--- config.mk ---
export PLATFORM = sky130hd
export DESIGN_NAME = universal_register_negclk
export DESIGN_NICKNAME = d
export VERILOG_FILES = /design/src/rtl/universal_register_negclk.sv
export SDC_FILE = /design/constraint.sdc
export NUM_CORES = 1
export LEC_CHECK = 0
export BUFFER_PORTS_ARGS = -buffer_cell sky130_fd_sc_hd__clkbuf_2
export CORE_MARGIN = 2
export CORE_UTILIZATION = 52
export DETAILED_ROUTE_END_ITERATION = 7
export PLACE_DENSITY_LB_ADDON = 0.15
export SLEW_MARGIN = 20
export SYNTH_ARGS = -nofsm -noshare
export SYNTH_HDL_FRONTEND = slang
export SYNTH_SLANG_ARGS = --single-unit
--- constraint.sdc ---
create_clock -name ClkN -period 2.3 [get_ports ClkN]
set_clock_uncertainty 0.15 [all_clocks]
set_input_delay 0.345 -clock ClkN [delete_from_list [all_inputs] [get_ports ClkN]]
set_output_delay 0.345 -clock ClkN [all_outputs]
set_load 0.02 [all_outputs]
--- src/rtl/universal_register_negclk.sv ---
// rtl/universal_register_negclk.sv - falling-edge universal register: load, shift, rotate, count, carry/zero status
// Optional synchronous clear port SClrN is enabled by defining URNC_SYNC_CLEAR_EN.
module universal_register_negclk #(
    parameter int               WIDTH       = 8,
    parameter logic [WIDTH-1:0] RESET_VALUE = {WIDTH{1'b0}}
) (
    input  logic             ClkN,
    input  logic             ClrN,
`ifdef URNC_SYNC_CLEAR_EN
    input  logic             SClrN,
`endif
    input  logic             Enbar,
    input  logic [2:0]       Mode,
    input  logic [WIDTH-1:0] new_data,
    input  logic             SerIn,
    output logic [WIDTH-1:0] register,
    output logic             SerOut,
    output logic             Carry,
    output logic             Zero
);

    localparam logic [2:0] MODE_HOLD = 3'b000;
    localparam logic [2:0] MODE_LOAD = 3'b001;
    localparam logic [2:0] MODE_SHL  = 3'b010;
    localparam logic [2:0] MODE_SHR  = 3'b011;
    localparam logic [2:0] MODE_ROL  = 3'b100;
    localparam logic [2:0] MODE_ROR  = 3'b101;
    localparam logic [2:0] MODE_INC  = 3'b110;
    localparam logic [2:0] MODE_DEC  = 3'b111;

    localparam logic [WIDTH-1:0] ONE = {{(WIDTH-1){1'b0}}, 1'b1};

    logic [WIDTH-1:0] reg_next;
    logic             carry_next;

    always_comb begin
        reg_next   = register;
        carry_next = Carry;
        if (!Enbar) begin
            case (Mode)
                MODE_HOLD: begin
                    reg_next   = register;
                    carry_next = Carry;
                end
                MODE_LOAD: begin
                    reg_next   = new_data;
                    carry_next = 1'b0;
                end
                MODE_SHL: begin
                    reg_next   = {register[WIDTH-2:0], SerIn};
                    carry_next = register[WIDTH-1];
                end
                MODE_SHR: begin
                    reg_next   = {SerIn, register[WIDTH-1:1]};
                    carry_next = register[0];
                end
                MODE_ROL: begin
                    reg_next   = {register[WIDTH-2:0], register[WIDTH-1]};
                    carry_next = register[WIDTH-1];
                end
                MODE_ROR: begin
                    reg_next   = {register[0], register[WIDTH-1:1]};
                    carry_next = register[0];
                end
                // Carry flags the wrap: all-ones on increment, zero on decrement.
                MODE_INC: begin
                    reg_next   = register + ONE;
                    carry_next = &register;
                end
                MODE_DEC: begin
                    reg_next   = register - ONE;
                    carry_next = ~|register;
                end
                default: begin
                    reg_next   = register;
                    carry_next = Carry;
                end
            endcase
        end
`ifdef URNC_SYNC_CLEAR_EN
        if (!SClrN) begin
            reg_next   = RESET_VALUE;
            carry_next = 1'b0;
        end
`endif
    end

    always_ff @(negedge ClkN or negedge ClrN) begin
        if (!ClrN) begin
            register <= RESET_VALUE;
            Carry    <= 1'b0;
        end else begin
            register <= reg_next;
            Carry    <= carry_next;
        end
    end

    assign SerOut = ((Mode == MODE_SHL) || (Mode == MODE_ROL)) ? register[WIDTH-1] : register[0];
    assign Zero   = (register == {WIDTH{1'b0}});

endmodule

==> flow_summary_export.csv, run 1 <==
group,metric,value,unit
status,outcome,"stopped before the end",
status,stop_stage,"clock tree synthesis (4_1_cts)",
status,firstError,"[ERROR DPL-0038] Utilization greater than 100%, impossible to legalize",
floorplanning,rows,15,
clock_network,cts_resized,64,
clock_network,ctsLongestPathBuffers,2,
logic_synthesis,syn_nets,149,
clock_network,cts_setup_buffers,21,
clock_network,cts-buffers-inserted,3,
logic_synthesis,synthesis.area,1010,um2
logic_synthesis,synth-edff-count,0,
logic_synthesis,synth-main-ff-cell,"dfrtn_1",
logic_synthesis,async_reset_ff_share,100,%
floorplanning,die_w,48.2,um
floorplanning,io_pins,26,
logic_synthesis,ys_top_cells_by_area,"dfrtn_1 22%, mux2i_1 6.9%, nor3_1 4.9%",
clock_network,root_buffer,"clkbuf_4",
logic_synthesis,synthDominantCellAreaShare,22.2,%
floorplanning,start_util,56.9,%
floorplanning,die_h,48.2,um
clock_network,clock-sinks,9,
logic_synthesis,yosysTopAreaCell,"dfrtn_1",
placement,port_buffers,25,
logic_synthesis,synth-seq-cells,9,
clock_network,cts_max_level,1,
clock_network,holdBufCountCts,0,
logic_synthesis,synthDistinctLibCells,47,
logic_synthesis,yosysSeqAreaShare,22.2,%
logic_synthesis,yosys_warnings,0,
logic_synthesis,syn_avg_cell_area,7.63,um2
placement,dp_hpwl,2.62,mm
placement,gp_congestion,0.895,
logic_synthesis,synthCells,133,
-- through the flow --
stage	util, %	TNS [ps]	std cells	instance area [um2]	setup slack (ps)
3_5_place_dp	80.4	-7630	201	1430	-797
3_3_place_gp	80.4	-7060	201	1430	-732
2_1_floorplan	-	-5140	133	1180	-743
-- synth_stat cells (all sizes together) (3+ instances only) --
master	n
a21oi	4
a2bb2oi	4
a32oi	3
buf	4
clkbuf	10
dfrtn	9
mux2i	7
nand2	12
nand2b	7
nand3	4
nor2	6
nor2b	4
nor3	10
nor4	4
o21ai	8
-- cell families after synthesis --
kind of cell               Yosys count  share of synthesized area [%]
and+or+nand+nor                     61                           33.4
AOI/OAI and AO/OA                   35                           25.6
buffers and inverters               16                           6.91
DFF                                  9                           22.2
muxes                                8                           8.01
xor gates and xnor gates             3                           2.59
adders and majority gates            1                           1.23
==> run 2: changes to the inputs <==
--- a/config.mk
+++ b/config.mk
@@ -6,9 +6,9 @@
 export NUM_CORES = 1
 export LEC_CHECK = 0
 export BUFFER_PORTS_ARGS = -buffer_cell sky130_fd_sc_hd__clkbuf_2
-export CORE_MARGIN = 2
-export CORE_UTILIZATION = 52
+export CORE_AREA = 2 2 63 65
 export DETAILED_ROUTE_END_ITERATION = 7
+export DIE_AREA = 0 0 65 67
 export PLACE_DENSITY_LB_ADDON = 0.15
 export SLEW_MARGIN = 20
 export SYNTH_ARGS = -nofsm -noshare
==> run 2 against run 1 <==
  * The flow now finishes, with violations (setup timing)
  * Synthesized cell count unchanged
  * Area after synthesis unchanged
==> flow_summary_export.csv, run 2 <==
group,metric,value,unit
status,outcome,"finished, violations left",
final_layout,instances_no_fill,262,
logic_synthesis,yosysMostFrequentCell,"nand2_1",
global_route,antenna_found_initial,0,
timing,setup_tns,-6720,ps
logic_synthesis,synth-edff-count,0,
global_route,grt_pass1_wl,6.91,mm
status,violations,"setup timing",
logic_synthesis,synthesis.area,1010,um2
logic_synthesis,yosysSeqAreaShare,22.2,%
placement,dpl_cell_area,1540,um2
final_layout,layout_common_cells,"40 x buf_4, 19 x buf_6, 16 x buf_8",
logic_synthesis,ys_top_cells_by_area,"dfrtn_1 22%, mux2i_1 6.9%, nor3_1 4.9%",
final_layout,syn_to_final_growth,126,%
clock_network,holdBufCountCts,0,
power_and_ir_drop,p_per_area,581,nW/um2
clock_network,path_clk_slew,40,ps
final_layout,final_common_cell,"buf_4",
timing,finalHoldViolCount,0,
route,antenna_left,0,
route,avgRoutedWirePerCell,17.6,um
logic_synthesis,synthCells,133,
logic_synthesis,async_reset_ff_share,100,%
power_and_ir_drop,finalPower,1.34,mW
logic_synthesis,synth_fa_ha_area_share,1.23,%
placement,gp_congestion,0.856,
logic_synthesis,synth-seq-cells,9,
clock_network,ctsLongestPathBuffers,2,
timing,finalSetupViolCount,20,
min_path,hold_path.class,"register to register",
floorplanning,io_pins,26,
floorplanning,core,3610,um2
global_route,grt_overflow,0,
final_layout,drive_gt1_share,67.3,%
logic_synthesis,synthTopCellsByCount,"12 x nand2_1, 10 x clkbuf_1, 10 x nor3_1",
global_route,grt_max_degree,12,
logic_synthesis,synth_compound_area_share,25.6,%
route,drtIter0Drc,81,
logic_synthesis,yosys_warnings,0,
clock_network,cts_tree,"built",
timing,rsz0062_at_grt,"true",
route,first_pass_iters,4,
worst_setup_path,arrival,2600,ps
timing,drv_slew,0,
logic_synthesis,synthDistinctLibCells,47,
logic_synthesis,yosysTopAreaCell,"dfrtn_1",
timing,whs,321,ps
power_and_ir_drop,vdd_drop_max,0.234,mV
final_layout,post-route-cell-area,2300,um2
logic_synthesis,synth-simple-area-share,33.4,%
clock_network,cts-buffers-inserted,3,
floorplanning,start_util,28.1,%
final_layout,top_regs,"register (8), Carry (1)",
worst_setup_path,critPathMaxFanout,2,
logic_synthesis,synth_top_family_by_area,"simple AND/OR/NAND/NOR gates",
logic_synthesis,synth-main-ff-cell,"dfrtn_1",
clock_network,root_buffer,"clkbuf_8",
floorplanning,rows,22,
clock_network,clock-sinks,9,
timing,slew_headroom,77.1,%
logic_synthesis,synth_mux_area_share,8.01,%
final_layout,nets,231,
logic_synthesis,syn_nets,149,
logic_synthesis,synth_xor_area_share,2.59,%
worst_setup_path,slowest_stage,"or4_4",
route,num_vias,1436,
global_route,grt_usage,20.6,%
placement,dp_hpwl,2.80,mm
worst_setup_path,critical_path_class,"register to output pin",
clock_network,worstSkewPairLatency,250,ps
worst_setup_path,worstPathRequired,1800,ps
global_route,grt_pass1_vias,1449,
worst_setup_path,crit_chain,"or4_4 > nor3_4 > clkbuf_8",
floorplanning,die_h,67,um
final_layout,fillCellCount,286,
logic_synthesis,synthDominantCellAreaShare,22.2,%
timing,worst_slew_pin_slew,341,ps
final_layout,regMostFlops,"register",
logic_synthesis,syn_avg_cell_area,7.63,um2
placement,port_buffers,25,
final_layout,antenna_cells,0,
placement,dp_cells,232,
floorplanning,die_w,65,um
clock_network,cts_max_level,1,
worst_setup_path,critPathLaunchType,"register",
worst_setup_path,endpoint_kind,"output pin",
route,wl,4.62,mm
route,drc,0,
timing,fin_ws,-792,ps
run,drv_cap,0,
route,vias_per_cell,5.48,
final_layout,largest_reg_flops,8,
power_and_ir_drop,leakage,0.988,nW
worst_setup_path,cp_slowest_stage_delay,550,ps
floorplanning,dieArea,4360,um2
[run 2: cell counts after synthesis]
Identical to the previous run, type by type.
[run 2: path summary, 6_finish.rpt]
kind | startpoint | endpoint | slack (ps) | depth (start not counted)
min in group asynchronous | ClrN | Carry$_DFFE_NN0P_ | 850 | 1
worst min-delay path | Carry$_DFFE_NN0P_ | Carry$_DFFE_NN0P_ | 320 | 2
worst min register to register | Carry$_DFFE_NN0P_ | Carry$_DFFE_NN0P_ | 320 | 2
worst max register to register | register[0]$_DFFE_NN0P_ | register[6]$_DFFE_NN0P_ | 170 | 8
max in group asynchronous | ClrN | register[5]$_DFFE_NN0P_ | 900 | 1
worst max-delay path | register[6]$_DFFE_NN0P_ | Zero | -790 | 3
[run 2: power breakdown]
group | internal, mW | switching [mW] | leakage (nW)
Clock | 0.122 | 0.0728 | 0.0228
Sequential | 0.195 | 0.0263 | 0.112
Combinational | 0.492 | 0.428 | 0.854
[run 2: routing by layer]
metal / track usage (%) / vias to the layer above / part of all wire [%]
li1: - / 661 / -
met1: 25.8 / 718 / 43
met2: 36.6 / 47 / 50
met3: 1.86 / 10 / 4.2
met4: 7.18 / 0 / 2.5
met5: 0 / - / 0
[run 2: kinds of logic after synthesis]
| group | count (synthesis) |
|---|---|
| flip-flops | 9 |
| multiplexers | 8 |
| XOR/XNOR | 3 |
| adder cells (fa/ha/maj) | 1 |
| AO/OA/AOI/OAI | 35 |
| buffers and inverters | 16 |
| AND/OR/NAND/NOR | 61 |
[run 2: area by class of cell]
cell class | count | area [um2] | area share, %
multi-input combinational | 108 | 1060 | 46.2
timing repair buffer | 91 | 897 | 39.1
sequential | 9 | 225 | 9.80
tap | 48 | 60.1 | 2.61
clock buffer | 4 | 45.0 | 1.96
inverter | 2 | 7.51 | 0.327
[run 2: what timing repair did]
action                     4_1_cts  5_1_grt
setup buffers                   23       10
resized for setup               71       44
pin swaps                       23       23
setup endpoints to repair       20       20
[run 2: critical path: cells and delay by family, from the launching register on]
| kind | cells | cell delay [ps] |
|---|---|---|
| buffers and inverters | 1 | 160 |
| flip-flops | 1 | 340 |
| AND/OR/NAND/NOR | 2 | 680 |
[run 2: metrics by stage]
| step | utilization [%] | worst slack (ps) |
|---|---|---|
| 6_report | 63.7 | -792 |
| 5_1_grt | 63.7 | -819 |
| 4_1_cts | 58.1 | -806 |
| 3_5_place_dp | 42.6 | -753 |
| 3_3_place_gp | 42.6 | -725 |
| 2_1_floorplan | - | -743 |
(Power assumes the default switching activity.)
==> run 3: changes to the inputs <==
--- a/config.mk
+++ b/config.mk
@@ -10,6 +10,7 @@
 export DETAILED_ROUTE_END_ITERATION = 7
 export DIE_AREA = 0 0 65 67
 export PLACE_DENSITY_LB_ADDON = 0.15
+export RECOVER_POWER = 25
 export SLEW_MARGIN = 20
 export SYNTH_ARGS = -nofsm -noshare
 export SYNTH_HDL_FRONTEND = slang
==> run 3 against run 2 <==
  * The flow still finishes with violations (setup timing)
  * Via count rose by 0.56%
  * Flip-flop and latch count unchanged
  * Wire length is 0.41% lower
  * Register-to-register slack hardly changed
  * Combinational power barely moved
  * Setup slack improved by 0.75 ps
  * First-iteration DRC count decreased by 1.2%
  * Final cell count did not move
  * Critical path depth is the same
  * Clock-buffer cell count is the same
  * Global-route usage is the same
==> flow_summary_export.csv, run 3 (synthesis gave the netlist of run 2 again) <==
group,metric,value,unit
status,outcome,"finished, violations left",
status,violations,"setup timing",
floorplanning,start_util,28.1,%
worst_setup_path,slowest_stage,"or4_4",
final_layout,post-route-util,63.7,%
global_route,grt_use_met1,25.8,%
global_route,use_met3,1.86,%
route,num_vias,1444,
final_layout,top_regs,"register (8), Carry (1)",
final_layout,antenna_cells,0,
global_route,grt_overflow,0,
power_and_ir_drop,p_seq_share,16.6,%
timing,setup_tns,-6710,ps
worst_setup_path,path_delay_family,"simple AND/OR/NAND/NOR gates",
route,wl,4.60,mm
power_and_ir_drop,pwr-share-comb,68.9,%
worst_setup_path,worstPathRequired,1800,ps
min_path,whs_path_depth,2,
final_layout,fillCellCount,287,
worst_setup_path,crit_buf_inv,1,
timing,drv_slew,0,
placement,dp_hpwl,2.80,mm
route,antenna_left,0,
final_layout,final_common_cell,"buf_4",
final_layout,largest_reg_flops,8,
worst_setup_path,cp_slowest_stage_delay,550,ps
power_and_ir_drop,vdd_drop_max,0.233,mV
worst_setup_path,endpoint_kind,"output pin",
route,drtIter0Drc,80,
timing,finalHoldViolCount,0,
placement,place_ws,-753,ps
floorplanning,io_pins,26,
clock_network,ctsLongestPathBuffers,2,
route,first_pass_iters,5,
worst_setup_path,crit_start,"register[6]$_DFFE_NN0P_",
worst_setup_path,r2r_slack,170,ps
floorplanning,rows,22,
min_path,hold_path.class,"register to register",
global_route,grt_pass1_wl,6.91,mm
route,avgRoutedWirePerCell,17.6,um
worst_setup_path,crit_chain,"or4_4 > nor3_4 > clkbuf_8",
clock_network,clock-sinks,9,
final_layout,layout_common_cells,"40 x buf_4, 19 x buf_6, 16 x buf_8",
timing,slew_headroom,60.8,%
global_route,grt-busiest-layer,"met2",
clock_network,cts-buffers-inserted,3,
final_layout,syn_to_final_growth,126,%
global_route,grt_usage,20.6,%
clock_network,cts_max_level,1,
worst_setup_path,crit_path_end,"Zero",
placement,gp_congestion,0.856,
worst_setup_path,cp.depth,3,
power_and_ir_drop,clkPwrFrac,14.5,%
floorplanning,core,3610,um2
power_and_ir_drop,leakage,0.985,nW
global_route,grt_max_degree,12,
floorplanning,die_w,65,um
worst_setup_path,worstReg2RegStart,"register[1]$_DFFE_NN0P_",
global_route,antenna_found_initial,0,
floorplanning,die_h,67,um
worst_setup_path,critical_path_class,"register to output pin",
timing,fin_ws,-791,ps
worst_setup_path,critPathLaunchType,"register",
worst_setup_path,critPathMaxFanout,2,
placement,port_buffers,25,
floorplanning,dieArea,4360,um2
timing,worst_slew_pin_slew,587,ps
final_layout,regMostFlops,"register",
clock_network,worstSkewPairLatency,250,ps
route,drc,0,
clock_network,path_clk_slew,40,ps
power_and_ir_drop,p_int,0.808,mW
clock_network,root_buffer,"clkbuf_8",
clock_network,cts_tree,"built",
final_layout,layout.area.seq,225,um2
run,drv_cap,0,
final_layout,multiInputGateArea,1060,um2
timing,rsz0062_at_grt,"true",
power_and_ir_drop,swShare,39.4,%
worst_setup_path,arrival,2600,ps
worst_setup_path,worst_r2r_endpoint,"register[6]$_DFFE_NN0P_",
power_and_ir_drop,p_per_area,581,nW/um2
global_route,global_route.usage.met2,36.6,%
global_route,grt_pass1_vias,1449,
worst_setup_path,r2r_cells,7,
route,vias_per_cell,5.51,
timing,finalSetupViolCount,20,
final_layout,nets,231,
final_layout,drive_gt1_share,66.8,%
power_and_ir_drop,p_switching,0.525,mW
[run 3: cell types whose count changed in the layout (fill, tap and decap cells not counted)]
cell	delta
clkbuf_2	-1
clkbuf_1	+1
[run 3: worst min path at each step]
stage / start / end
final: Carry$_DFFE_NN0P_ / Carry$_DFFE_NN0P_
after global routing: Carry$_DFFE_NN0P_ / Carry$_DFFE_NN0P_
after CTS: Carry$_DFFE_NN0P_ / Carry$_DFFE_NN0P_
after detailed placement: Carry$_DFFE_NN0P_ / Carry$_DFFE_NN0P_
after global placement: Carry$_DFFE_NN0P_ / Carry$_DFFE_NN0P_
after floorplan: Carry$_DFFE_NN0P_ / Carry$_DFFE_NN0P_
[run 3: tightest hold or removal path, stage by stage (launching register included)]
cell	delay, ps
dfrtn_1	420
nand2_1	50
o211ai_1	80
[run 3: final cells by class]
cell class / count / share of cell area, %
Clock buffer: 4 / 1.96
Inverter: 2 / 0.327
Multi-Input combinational cell: 108 / 46.3
Sequential cell: 9 / 9.81
Tap cell: 48 / 2.62
Timing Repair Buffer: 91 / 39.0
[run 3: timing repair]
action	CTS	global route
setup buffers	23	10
resized for setup	71	44
setup endpoints to repair	20	20
pin swaps	23	23
hold buffers	0	0
hold endpoints to repair	0	0
[run 3: per-stage QoR]
stage | cells | hold WS [ps] | power, mW | area (um2)
final | 262 | 321 | 1.33 | 2300
after global routing | 262 | 342 | 1.39 | 2300
after CTS | 259 | 334 | 1.20 | 2090
after detailed placement | 232 | 306 | 0.768 | 1540
after global placement | 232 | 298 | 0.765 | 1540
after floorplan | 133 | 408 | 0.572 | 1180
[run 3: power groups by stage]
stage          clock network, mW  registers [mW]  logic (mW)
2_1_floorplan                  0           0.272       0.299
3_3_place_gp                   0           0.218       0.547
3_5_place_dp                   0           0.218       0.550
4_1_cts                    0.195           0.220       0.782
5_1_grt                    0.201           0.223       0.968
6_report                   0.194           0.221       0.919
[run 3: metal layers]
metal	wire [um]	vias up	share of wire (%)
met3	211	10	4.6
met1	1950	723	42
met2	2330	46	51
met4	114	0	2.5
li1	-	665	-
met5	0	-	0
==> run 4: changes to the inputs <==
--- a/config.mk
+++ b/config.mk
@@ -9,6 +9,7 @@
 export CORE_AREA = 2 2 63 65
 export DETAILED_ROUTE_END_ITERATION = 7
 export DIE_AREA = 0 0 65 67
+export GPL_TIMING_DRIVEN = 0
 export PLACE_DENSITY_LB_ADDON = 0.15
 export RECOVER_POWER = 25
 export SLEW_MARGIN = 20
==> run 4 against run 3 <==
  * The flow still finishes with violations (setup timing)
  * Total power shrank 8.9%
  * Flip-flop and latch count is the same
  * Global-route usage shrank 0.38 points
  * Via count shrank 3.0%
  * Core utilization shrank 4.8 points
  * Critical endpoint unchanged
  * Sequential power grew 4%
  * Setup slack lost 140 ps
  * Critical path type unchanged
  * First-iteration DRC count grew 13%
  * Final cell count shrank 9.2%
  * Critical path depth grew 1
  * Clock-buffer cell count is the same
  * Non-clock buffer count shrank 24
==> flow_summary_export.csv, run 4 (synthesis gave the netlist of run 2 again) <==
group,metric,value,unit
power_and_ir_drop,vdd_drop_max,0.169,mV
floorplanning,rows,22,
final_layout,final_common_cell,"buf_4",
floorplanning,start_util,28.1,%
worst_setup_path,critPathMaxFanout,2,
power_and_ir_drop,leakage,0.855,nW
worst_setup_path,crit_buf_inv,2,
clock_network,root_buffer,"clkbuf_8",
clock_network,cts_tree,"built",
worst_setup_path,crit_top_cell,"clkbuf_8",
placement,gp_congestion,0.920,
worst_setup_path,endpoint_kind,"output pin",
global_route,grt_max_degree,11,
placement,port_buffers,23,
worst_setup_path,worstPathRequired,1800,ps
run,drv_cap,0,
floorplanning,io_pins,26,
timing,worst_slew_pin_slew,614,ps
power_and_ir_drop,p_per_area,572,nW/um2
placement,dp_hpwl,2.50,mm
final_layout,regMostFlops,"register",
global_route,grt_overflow,0,
power_and_ir_drop,swShare,40.8,%
power_and_ir_drop,finalPower,1.21,mW
floorplanning,die_h,67,um
clock_network,path_clk_slew,40,ps
clock_network,cts-buffers-inserted,3,
floorplanning,core,3610,um2
route,wl,4.36,mm
route,vias_per_cell,5.89,
final_layout,instances_no_fill,238,
clock_network,cts_max_level,1,
min_path,worstHoldStart,"Carry$_DFFE_NN0P_",
worst_setup_path,arrival,2740,ps
global_route,grt_usage,20.2,%
route,antenna_left,0,
power_and_ir_drop,p_int,0.719,mW
status,violations,"setup timing",
power_and_ir_drop,pwr-share-comb,64.8,%
timing,rsz0062_at_grt,"true",
final_layout,top_regs,"register (8), Carry (1)",
worst_setup_path,cp_slowest_stage_delay,540,ps
placement,place_ws,-937,ps
floorplanning,dieArea,4360,um2
timing,fin_ws,-932,ps
global_route,antenna_found_initial,0,
clock_network,clock-sinks,9,
global_route,grt_pass1_wl,6.79,mm
timing,finalSetupViolCount,20,
power_and_ir_drop,p_switching,0.496,mW
timing,whs,334,ps
timing,slew_headroom,59.0,%
worst_setup_path,critical_path_class,"register to output pin",
final_layout,nets,207,
final_layout,antenna_cells,0,
timing,drv_slew,0,
clock_network,ctsLongestPathBuffers,2,
status,outcome,"finished, violations left",
worst_setup_path,critPathLaunchType,"register",
final_layout,drive_gt1_share,62.1,%
global_route,grt_pass1_vias,1393,
worst_setup_path,path_delay_family,"simple AND/OR/NAND/NOR gates",
worst_setup_path,crit_chain,"clkbuf_8 > or4_4 > nor3_4 > clkbuf_8",
route,first_pass_iters,4,
final_layout,largest_reg_flops,8,
route,num_vias,1401,
placement,dp_cells,204,
final_layout,syn_to_final_growth,109,%
route,drc,0,
min_path,hold_path.class,"register to register",
timing,finalHoldViolCount,0,
worst_setup_path,worstReg2RegStart,"register[3]$_DFFE_NN0P_",
floorplanning,die_w,65,um
placement,dpl_cell_area,1350,um2
final_layout,post-route-cell-area,2120,um2
power_and_ir_drop,clkPwrFrac,16.3,%
route,drtIter0Drc,90,
clock_network,holdBufCountCts,0,
power_and_ir_drop,p_seq_share,18.9,%
clock_network,worstSkewPairLatency,260,ps
worst_setup_path,slowest_stage,"or4_4",
final_layout,layout_common_cells,"21 x buf_4, 13 x buf_6, 13 x clkbuf_8",
route,avgRoutedWirePerCell,18.3,um
worst_setup_path,crit_start,"register[0]$_DFFE_NN0P_",
==> run 4: stage by stage <==
stage / utilization (%) / TNS, ps
3_3_place_gp: 37.5 / -8140
4_1_cts: 52.7 / -6540
2_1_floorplan: - / -5140
5_1_grt: 58.9 / -7820
3_5_place_dp: 37.5 / -8270
6_report: 58.9 / -6920
==> run 4: worst paths after layout <==
kind                            slack, ps                      end  depth (start not counted)
worst min register to register        330        Carry$_DFFE_NN0P_                          2
worst min-delay path                  330        Carry$_DFFE_NN0P_                          2
worst max register to register         40  register[7]$_DFFE_NN0P_                          5
worst max-delay path                 -930                     Zero                          4
min in group asynchronous             940        Carry$_DFFE_NN0P_                          1
max in group asynchronous             660  register[4]$_DFFE_NN0P_                          1
==> run 4: cell type report <==
class,count,area [um2]
Fill cell,292,1480
Buffer,11,176
Timing Repair Buffer,56,546
Clock buffer,4,45.0
Sequential cell,9,225
Tap cell,48,60.1
Multi-Input combinational cell,108,1060
Inverter,2,7.51
==> run 4: repair_timing <==
action / CTS / global route
gates resized for setup: 69 / 36
buffers inserted: 24 / 13
endpoints found under the setup margin: 20 / 20
pin swaps: 24 / 18
gates cloned: 0 / 0
==> run 4: layer usage <==
layer / vias to the layer above / track usage [%] / part of all wire, %
met5: - / 0 / 0
met4: 0 / 10.6 / 2.7
met3: 16 / 2.36 / 6.4
met2: 73 / 34.1 / 52
met1: 693 / 25.1 / 38
li1: 619 / - / -
==> run 4: tightest hold or removal path, delay by kind of cell (launching register included) <==
family	cells	cell delay [ps]
AOI/OAI and AO/OA	1	80
DFF	1	420
and+or+nand+nor	1	60
==> run 4: power by group through the flow <==
stage / Combinational, mW / Sequential [mW] / Clock [mW]
global route: 0.834 / 0.233 / 0.212
CTS: 0.668 / 0.226 / 0.196
finish: 0.788 / 0.229 / 0.198
detailed placement: 0.459 / 0.241 / 0
floorplan: 0.299 / 0.272 / 0
global placement: 0.454 / 0.240 / 0
